<file path="src/rtl/wide_add_sequencer_pkg.sv">
// Shared types and constants for the sliced wide add/subtract engine.
package wide_add_sequencer_pkg;

    localparam int SLICE_W = 32;

    typedef enum logic [1:0] {
        IDLE,
        RUN,
        DONE
    } state_t;

    function automatic bit width_ok(input int w);
        return (w >= SLICE_W) && ((w % SLICE_W) == 0);
    endfunction

endpackage

</file>
<file path="src/rtl/wide_add_sequencer_carry_bypass.sv">
// 32-bit carry-bypass adder: 4-bit ripple blocks whose carry skips the block
// when every bit propagates.
module carry_bypass_32bit (
    input  logic [31:0] a,
    input  logic [31:0] b,
    input  logic        cin,
    output logic [31:0] sum,
    output logic        cout
);

    localparam int BLK  = 4;
    localparam int NBLK = 32 / BLK;

    logic [31:0]     prop;
    logic [NBLK-1:0] blk_prop;

    assign prop = a ^ b;

    genvar gi;
    generate
        for (gi = 0; gi < NBLK; gi++) begin : g_blk_prop
            assign blk_prop[gi] = &prop[gi*BLK +: BLK];
        end
    endgenerate

    always_comb begin : ripple
        logic blk_c;
        logic rip_c;
        sum   = '0;
        blk_c = cin;
        rip_c = cin;
        for (int bi = 0; bi < NBLK; bi++) begin
            rip_c = blk_c;
            for (int k = 0; k < BLK; k++) begin
                sum[bi*BLK+k] = prop[bi*BLK+k] ^ rip_c;
                rip_c = (a[bi*BLK+k] & b[bi*BLK+k]) | (prop[bi*BLK+k] & rip_c);
            end
            // A fully propagating block passes its carry-in straight through.
            blk_c = blk_prop[bi] ? blk_c : rip_c;
        end
        cout = blk_c;
    end

endmodule

</file>
<file path="src/rtl/wide_add_sequencer.sv">
// WIDTH-bit add/subtract performed as NSLICE passes through one 32-bit adder,
// LSB slice first, with valid/ready handshakes on both sides.
module wide_add_sequencer
    import wide_add_sequencer_pkg::*;
#(
    parameter int WIDTH = 128
) (
    input  logic             clk,
    input  logic             rst,
    input  logic             in_valid,
    output logic             in_ready,
    input  logic [WIDTH-1:0] in_a,
    input  logic [WIDTH-1:0] in_b,
    input  logic             in_sub,
    output logic             out_valid,
    input  logic             out_ready,
    output logic [WIDTH-1:0] out_sum,
    output logic             out_cout,
    output logic             out_ovf,
    output logic             out_zero
);

    // An illegal WIDTH yields a negative slice count and fails elaboration.
    localparam bit WIDTH_OK = width_ok(WIDTH);
    localparam int NSLICE   = WIDTH_OK ? (WIDTH / SLICE_W) : -1;
    localparam int IDXW     = (NSLICE > 1) ? $clog2(NSLICE) : 1;
    localparam int MSB      = WIDTH - 1;

    state_t             state_reg, state_next;
    logic [IDXW-1:0]    idx_reg;
    logic               carry_reg;
    logic [WIDTH-1:0]   a_reg, b_reg, sum_reg, sum_next;
    logic               cout_reg, ovf_reg, zero_reg;
    logic [SLICE_W-1:0] a_slices [NSLICE];
    logic [SLICE_W-1:0] b_slices [NSLICE];
    logic [SLICE_W-1:0] a_slice, b_slice, s_slice;
    logic               s_cout;
    logic               last_slice;

    genvar gi;
    generate
        for (gi = 0; gi < NSLICE; gi++) begin : g_slice
            assign a_slices[gi] = a_reg[gi*SLICE_W +: SLICE_W];
            assign b_slices[gi] = b_reg[gi*SLICE_W +: SLICE_W];
            // Only the slice being processed this cycle is replaced.
            assign sum_next[gi*SLICE_W +: SLICE_W] =
                (state_reg == RUN && idx_reg == IDXW'(gi)) ? s_slice
                                                           : sum_reg[gi*SLICE_W +: SLICE_W];
        end
    endgenerate

    assign a_slice    = a_slices[idx_reg];
    assign b_slice    = b_slices[idx_reg];
    assign last_slice = (idx_reg == IDXW'(NSLICE - 1));

    carry_bypass_32bit u_adder (
        .a    (a_slice),
        .b    (b_slice),
        .cin  (carry_reg),
        .sum  (s_slice),
        .cout (s_cout)
    );

    always_comb begin
        state_next = state_reg;
        in_ready   = 1'b0;
        out_valid  = 1'b0;
        case (state_reg)
            IDLE: begin
                in_ready = 1'b1;
                if (in_valid) state_next = RUN;
            end
            RUN: begin
                if (last_slice) state_next = DONE;
            end
            DONE: begin
                out_valid = 1'b1;
                if (out_ready) state_next = IDLE;
            end
            default: state_next = IDLE;
        endcase
    end

    always_ff @(posedge clk) begin
        if (rst) begin
            state_reg <= IDLE;
            idx_reg   <= '0;
            carry_reg <= 1'b0;
            a_reg     <= '0;
            b_reg     <= '0;
            sum_reg   <= '0;
            cout_reg  <= 1'b0;
            ovf_reg   <= 1'b0;
            zero_reg  <= 1'b0;
        end else begin
            state_reg <= state_next;
            case (state_reg)
                IDLE: begin
                    if (in_valid) begin
                        a_reg     <= in_a;
                        b_reg     <= in_b ^ {WIDTH{in_sub}};
                        carry_reg <= in_sub;
                        idx_reg   <= '0;
                        sum_reg   <= '0;
                        cout_reg  <= 1'b0;
                        ovf_reg   <= 1'b0;
                        zero_reg  <= 1'b0;
                    end
                end
                RUN: begin
                    sum_reg   <= sum_next;
                    carry_reg <= s_cout;
                    idx_reg   <= last_slice ? '0 : idx_reg + 1'b1;
                    if (last_slice) begin
                        cout_reg <= s_cout;
                        ovf_reg  <= (a_reg[MSB] == b_reg[MSB]) &&
                                    (s_slice[SLICE_W-1] != a_reg[MSB]);
                        zero_reg <= (sum_next == '0);
                    end
                end
                default: ;
            endcase
        end
    end

    assign out_sum  = sum_reg;
    assign out_cout = cout_reg;
    assign out_ovf  = ovf_reg;
    assign out_zero = zero_reg;

endmodule

</file>
<file path="config.mk">
export PLATFORM = sky130hd
export DESIGN_NAME = wide_add_sequencer
export DESIGN_NICKNAME = d
export VERILOG_FILES = /design/src/rtl/wide_add_sequencer_pkg.sv /design/src/rtl/wide_add_sequencer_carry_bypass.sv /design/src/rtl/wide_add_sequencer.sv
export SDC_FILE = /design/constraint.sdc
export NUM_CORES = 1
export LEC_CHECK = 0
export CORE_ASPECT_RATIO = 0.5
export CORE_MARGIN = 3
export CORE_UTILIZATION = 50
export DETAILED_ROUTE_END_ITERATION = 6
export PLACE_DENSITY = 0.8
export SYNTH_ARGS = -nofsm -noshare
export SYNTH_HDL_FRONTEND = slang
export SYNTH_SLANG_ARGS = --single-unit
export TNS_END_PERCENT = 100
</file>
<file path="constraint.sdc">
create_clock -name clk -period 48.2 [get_ports clk]
set_input_delay 9.64 -clock clk [delete_from_list [all_inputs] [get_ports clk]]
set_output_delay 9.64 -clock clk [all_outputs]
set_load 0.005 [all_outputs]
</file>
==> run metrics, run 1 <==
Longest Clk Path Bufs 3; Resized cells post-CTS 0; Leak Pwr 8.35 nW; CP startpoint idx_reg[1]$_SDFFE_PP0P_; die area 38500 um^2; Via density 5.59; clk root buf clkbuf_16; Critical Path End Type flip-flop; WHS Endpoint a_reg[92]$_SDFFE_PP0P_; area grow syn2layout 28.5%; nets 2662; total of max-cap violations 0; sequential cell area 7860 um^2; Util after Layout 66.2%; Worst Min Path Start a_reg[92]$_SDFFE_PP0P_; worst r2r src idx_reg[1]$_SDFFE_PP0P_; Finished Layout Cells 2835; Slew @ Worst Pin 1.29 ns; DIE HEIGHT 140 um; global route overflow 0; worst slack, placed 29.60 ns; adder-cell share of the synthesized area 6.05%; Final Power 804 uW; Setup Crit Path Kind flip-flop to flip-flop; simple-gate area share of the yosys netlist 17.1%; filler instances 2834; DRC viols 0; crit share post-route 38.8%; min Tclk post-route 18.71 ns; Primary FF master, synth dfxtp_1; initial antenna violation count 4; FMAX 0.0534 GHz; sw power 230 uW; Startpoint Class flip-flop; Detail Route Antenna Nets 0; Slew headroom 14.1%; post-DP HPWL 40500 um; vias 15800; All-Layer GR Usage 28.6%; Seq pwr share 44.2%; Final Cell Area 23200 um^2; # port buffers 393; Max stage delay on crit path 0.72 ns; Seq cells post-synth 392; worst skew pair latency 0.53 ns; sw frac 28.6%; final number of setup-violating endpoints 0; Synth Area in Compound Gates 13.8%; Ports 394; average wire per standard cell 20.1 um; CP required 48.67 ns; drt pass-1 iters 6; R2R setup slack 29.49 ns; Initial Util 51.5%; Ys Warns 0; WHS 0.452 ns; fraction of synthesized cell area in xor and xnor cells 6.21%; Int Power 574 uW; register area share after synthesis 43.5%; first-pass GRT wire length 86000 um; Mapped Area 18000 um^2; CP max stage cell dfxtp_4; number of CTS-inserted buffers 37; area of the multi-input gates 9270 um^2; row cnt 48; DRT Wirelength 56900 um; CTS tree built; PD cells 34.7 nW/um^2; Worst Hold Depth 2; worst reg-to-reg path cell count 55; VDD IR-drop max 0.0000206 V; FF-to-FF End out_zero$_SDFFE_PP0P_; TNS Setup 0 ns; H-tree levels 2; unrepaired setup endpoints after global routing false; hold_buf cts 0; initial drt markers 1620; synthesized area per cell 8.82 um^2; clk_skew 0.0175 ns; share of cells above drive strength 1 6.37%; core area 35000 um^2; worst-path maximum fanout 39; post-synthesis mux area share 8.11%; Async S/R FF share, synth 0%; largest family of logic cells by synthesized area simple AND/OR/NAND/NOR gates; DP Cell Count 2769; Worst Hold Class flip-flop to flip-flop; Final Hold Vio Count 0; DP Area 22000 um^2; Comb power frac 20.5%; CP arrival 19.18 ns; Mapped Nets 2375; clock share of power 35.4%; Post-Synthesis Cells 2046; clk sinks 392; Post-synth EDFFs 0; status finished, final reports clean; gp weighted congestion 0.883; Cell variety after synth 51; Worst path most repeated cell fa_1; number of global-route vias before repair 15000; max-slew violation count 0; Die W 275 um; Post-CTS Setup Inserts 0; Reg clk slew, reported paths 0.06 ns; setup ws final 29.49 ns; largest net degree at the start of global routing 253
## per-layer routing
| metal | part of all wire [%] | up-vias | global-route usage (%) |
|---|---|---|---|
| met5 | 0 | - | 0 |
| met4 | 3.3 | 0 | 9.45 |
| met3 | 7.9 | 138 | 6.85 |
| met2 | 50 | 592 | 49.1 |
| met1 | 39 | 7624 | 35.5 |
| li1 | - | 7483 | - |
## worst max path at each step
stage	end	slack, ns	cells past startpoint
2_1_floorplan	out_zero$_SDFFE_PP0P_	30.87	56
6_report	out_zero$_SDFFE_PP0P_	29.49	55
3_3_place_gp	out_zero$_SDFFE_PP0P_	30.00	55
5_1_grt	out_zero$_SDFFE_PP0P_	28.70	55
3_5_place_dp	out_zero$_SDFFE_PP0P_	29.60	55
4_1_cts	out_zero$_SDFFE_PP0P_	29.58	55
## critical path: cells and delay by family (launching register included)
family	cells	cell delay, ns
AO/OA/AOI/OAI	6	1.41
adder cells (fa/ha/maj)	32	13.54
buffers and inverters	4	0.72
flip-flops	1	0.72
multiplexers	3	0.78
AND/OR/NAND/NOR	10	1.42
## placed cells by master, fill, tap and decap left out, drive strengths merged, types with 5 or more instances in the layout
| master | instances |
|---|---|
| dfxtp | 392 |
| nor4 | 23 |
| o21ai | 9 |
| nand3 | 12 |
| xnor2 | 128 |
| clkdlybuf4s50 | 391 |
| inv | 62 |
| nand3b | 5 |
| a21oi | 242 |
| a22oi | 22 |
| a211oi | 129 |
| buf | 19 |
| clkbuf | 54 |
| fa | 32 |
| clkinv | 6 |
| ha | 36 |
| nand2 | 278 |
| mux4 | 64 |
| nor3 | 13 |
| nor2 | 384 |
| nand4 | 16 |
## cell type report
type	count	area share, %
multi-input cells	1430	40.0
clock inverters	8	0.389
clock buffers	54	4.53
well taps	475	2.56
flip-flops and latches	392	33.9
inverters	62	1.00
diodes	4	0.0432
repair buffers	410	17.6
## power groups by stage
| stage | registers [mW] | logic, mW | clock network, mW |
|---|---|---|---|
| after floorplan | 0.358 | 0.0950 | 0 |
| after global placement | 0.361 | 0.158 | 0 |
| after detailed placement | 0.362 | 0.160 | 0 |
| after CTS | 0.355 | 0.161 | 0.287 |
| after global routing | 0.357 | 0.175 | 0.301 |
| final | 0.355 | 0.164 | 0.284 |
## synth_stat cells (4+ instances only)
master	number	area, um^2
nor4_1	21	131
a22oi_1	22	165
buf_2	50	250
dfxtp_1	392	7850
nand3b_1	5	37.5
xnor2_1	128	1120
mux4_2	64	1440
o21ai_0	6	30.0
buf_1	6	22.5
fa_1	32	641
clkbuf_1	100	375
a21oi_1	242	1210
inv_1	62	233
ha_1	36	450
o211ai_1	4	30.0
nand3_1	11	55.1
nand2_1	278	1040
nor2_1	383	1440
nor3_1	13	65.1
nand2b_1	4	25.0
nand4_1	16	100
a211oi_1	129	968
## logic make-up (layout without fill, tap and decap cells)
logic type / after synthesis / in the layout
other: 0 / 4
and+or+nand+nor: 755 / 755
DFF: 392 / 392
buffers and inverters: 224 / 534
muxes: 66 / 66
AOI/OAI and AO/OA: 413 / 413
adders and majority gates: 68 / 68
xor gates and xnor gates: 128 / 128
Note: power is estimated with default switching activity, not from simulation.
==> inputs of run 2 (changes only) <==
clock period = 19.17 ns   (was 48.2 ns; I/O delays follow)
==> run metrics, run 2 (synthesized netlist as in run 1, its figures left out) <==
Reg clk slew, reported paths 0.06 ns (about the same); max-slew violation count 0 (unchanged); row cnt 48 (unchanged); Detail Route Antenna Nets 0 (unchanged); # port buffers 393 (unchanged); Die W 275 um (unchanged); VDD IR-drop max 0.0000474 V (+130%); area grow syn2layout 28.6%; H-tree levels 2 (unchanged); drt pass-1 iters 6 (unchanged); total of max-cap violations 0 (unchanged); post-DP HPWL 40200 um (-0.86%); core area 35000 um^2 (unchanged); Ports 394 (unchanged); DRT Wirelength 56700 um (-0.33%); crit share post-route 94.8% (+56 points); global route overflow 0 (unchanged); DP Area 22000 um^2 (unchanged); worst skew pair latency 0.53 ns (about the same); CP max stage cell fa_1; met3 routed WL 4860 um (+8.3%); share of cells above drive strength 1 6.70% (+0.34 points); Top Layer Used met5; first-pass GRT wire length 86500 um (+0.57%); initial antenna violation count 7 (+3); min Tclk post-route 18.17 ns (-0.544 ns); worst slack, placed 1.23 ns (-28.36 ns); final number of setup-violating endpoints 0 (unchanged); DIE HEIGHT 140 um (unchanged); worst-path maximum fanout 16 (-59%); Max stage delay on crit path 0.53 ns (-0.19 ns); most frequent cells in the layout clkdlybuf4s50_1 (391), dfxtp_1 (390), nor2_1 (380), nand2_1 (277), a21oi_1 (242); TNS Setup 0 ns (unchanged); CTS tree built; number of global-route vias before repair 15200 (+1.4%); Resized cells post-CTS 0 (unchanged); status finished, final reports clean; All-Layer GR Usage 28.7% (+0.11 points); die area 38500 um^2 (unchanged); Startpoint Class flip-flop; PD cells 87.2 nW/um^2 (+150%); largest net degree at the start of global routing 219 (-13%); CP arrival 18.63 ns (-0.55 ns); Leak Pwr 8.35 nW (about the same); met2 wire length 27900 um (-1.9%); sequential cell area 7860 um^2 (unchanged); average wire per standard cell 20.0 um (-0.44%); nets 2661 (-0.038%); initial drt markers 1458 (-10%); Via density 5.61 (+0.49%); DRC viols 0 (unchanged); clk_skew 0.0114 ns (-0.00608 ns); Setup Crit Path Kind flip-flop to flip-flop; clk root buf clkbuf_16; clk sinks 392 (unchanged); Slew headroom 23.8% (+9.7 points); FMAX 0.0550 GHz (+3.0%); unrepaired setup endpoints after global routing false; R2R setup slack 1.00 ns (-28.49 ns); Longest Clk Path Bufs 3 (unchanged); Final Cell Area 23200 um^2 (+0.11%); vias 15900 (+0.60%); gp weighted congestion 0.894 (+1.3%); Final Hold Vio Count 0 (unchanged); area of the multi-input gates 9270 um^2 (unchanged); setup ws final 1.00 ns (-28.49 ns); Worst path most repeated cell fa_1; filler instances 2795 (-1.4%); Post-CTS Setup Inserts 0 (unchanged); met1 wire length 21600 um (-2.5%); CP required 19.63 ns (-29.04 ns); Worst Hold Class flip-flop to flip-flop; Worst Hold Depth 2 (unchanged); number of CTS-inserted buffers 36 (-2.7%); Slew @ Worst Pin 1.14 ns (-0.145 ns); Critical Path End Type flip-flop; commonest non-fill, non-tap cell in the layout clkdlybuf4s50_1; hold_buf cts 0 (unchanged); worst reg-to-reg path cell count 54 (-1.8%); Initial Util 51.5% (unchanged)
[run 2: cell types whose count changed in the layout (fill, tap and decap cells not counted), sizes merged]
cell,change
clkbuf,-5
clkinv,+3
bufinv,-1
diode,+2
clkinvlp,+4
[run 2: final timing paths]
| kind | startpoint | end |
|---|---|---|
| worst max-delay path | idx_reg[0]$_SDFFE_PP0P_ | out_zero$_SDFFE_PP0P_ |
| worst min-delay path | a_reg[114]$_SDFFE_PP0P_ | a_reg[114]$_SDFFE_PP0P_ |
| worst max register to register | idx_reg[0]$_SDFFE_PP0P_ | out_zero$_SDFFE_PP0P_ |
| worst min register to register | a_reg[114]$_SDFFE_PP0P_ | a_reg[114]$_SDFFE_PP0P_ |
[run 2: worst max-delay path, delay by kind of cell, from the launching register on]
| kind | cells | cell delay, ns |
|---|---|---|
| buffers and inverters | 4 | 0.57 |
| flip-flops | 1 | 0.50 |
| AND/OR/NAND/NOR | 10 | 1.46 |
| AO/OA/AOI/OAI | 6 | 1.48 |
| multiplexers | 3 | 0.75 |
| adder cells (fa/ha/maj) | 31 | 13.32 |
[run 2: layout make-up]
class	instances	share of cell area, %
well taps	475	2.56
multi-input cells	1430	40.0
clock inverters	14	0.469
diodes	6	0.0647
flip-flops and latches	392	33.8
inverters	62	1.00
clock buffers	49	4.53
repair buffers	410	17.6
[run 2: stage by stage]
step | power, mW | hold slack, ns | utilization [%] | std cells
6_report | 2.02 | 0.450 | 66.3 | 2838
4_1_cts | 2.02 | 0.452 | 66.2 | 2832
5_1_grt | 2.10 | 0.466 | 66.3 | 2838
2_1_floorplan | 1.14 | 0.433 | - | 2046
3_3_place_gp | 1.30 | 0.439 | 62.9 | 2769
3_5_place_dp | 1.31 | 0.443 | 62.9 | 2769
[run 2: where the power goes]
group / switching (mW) / internal, mW
clock: 0.320 / 0.399
combinational: 0.240 / 0.174
sequential: 0.0291 / 0.863
total: 0.589 / 1.44
[run 2: metal layers]
metal / up-vias / track usage [%]
li1: 7508 / -
met1: 7648 / 34.9
met2: 612 / 47.7
met3: 162 / 7.87
met4: 2 / 13.1
met5: - / 0
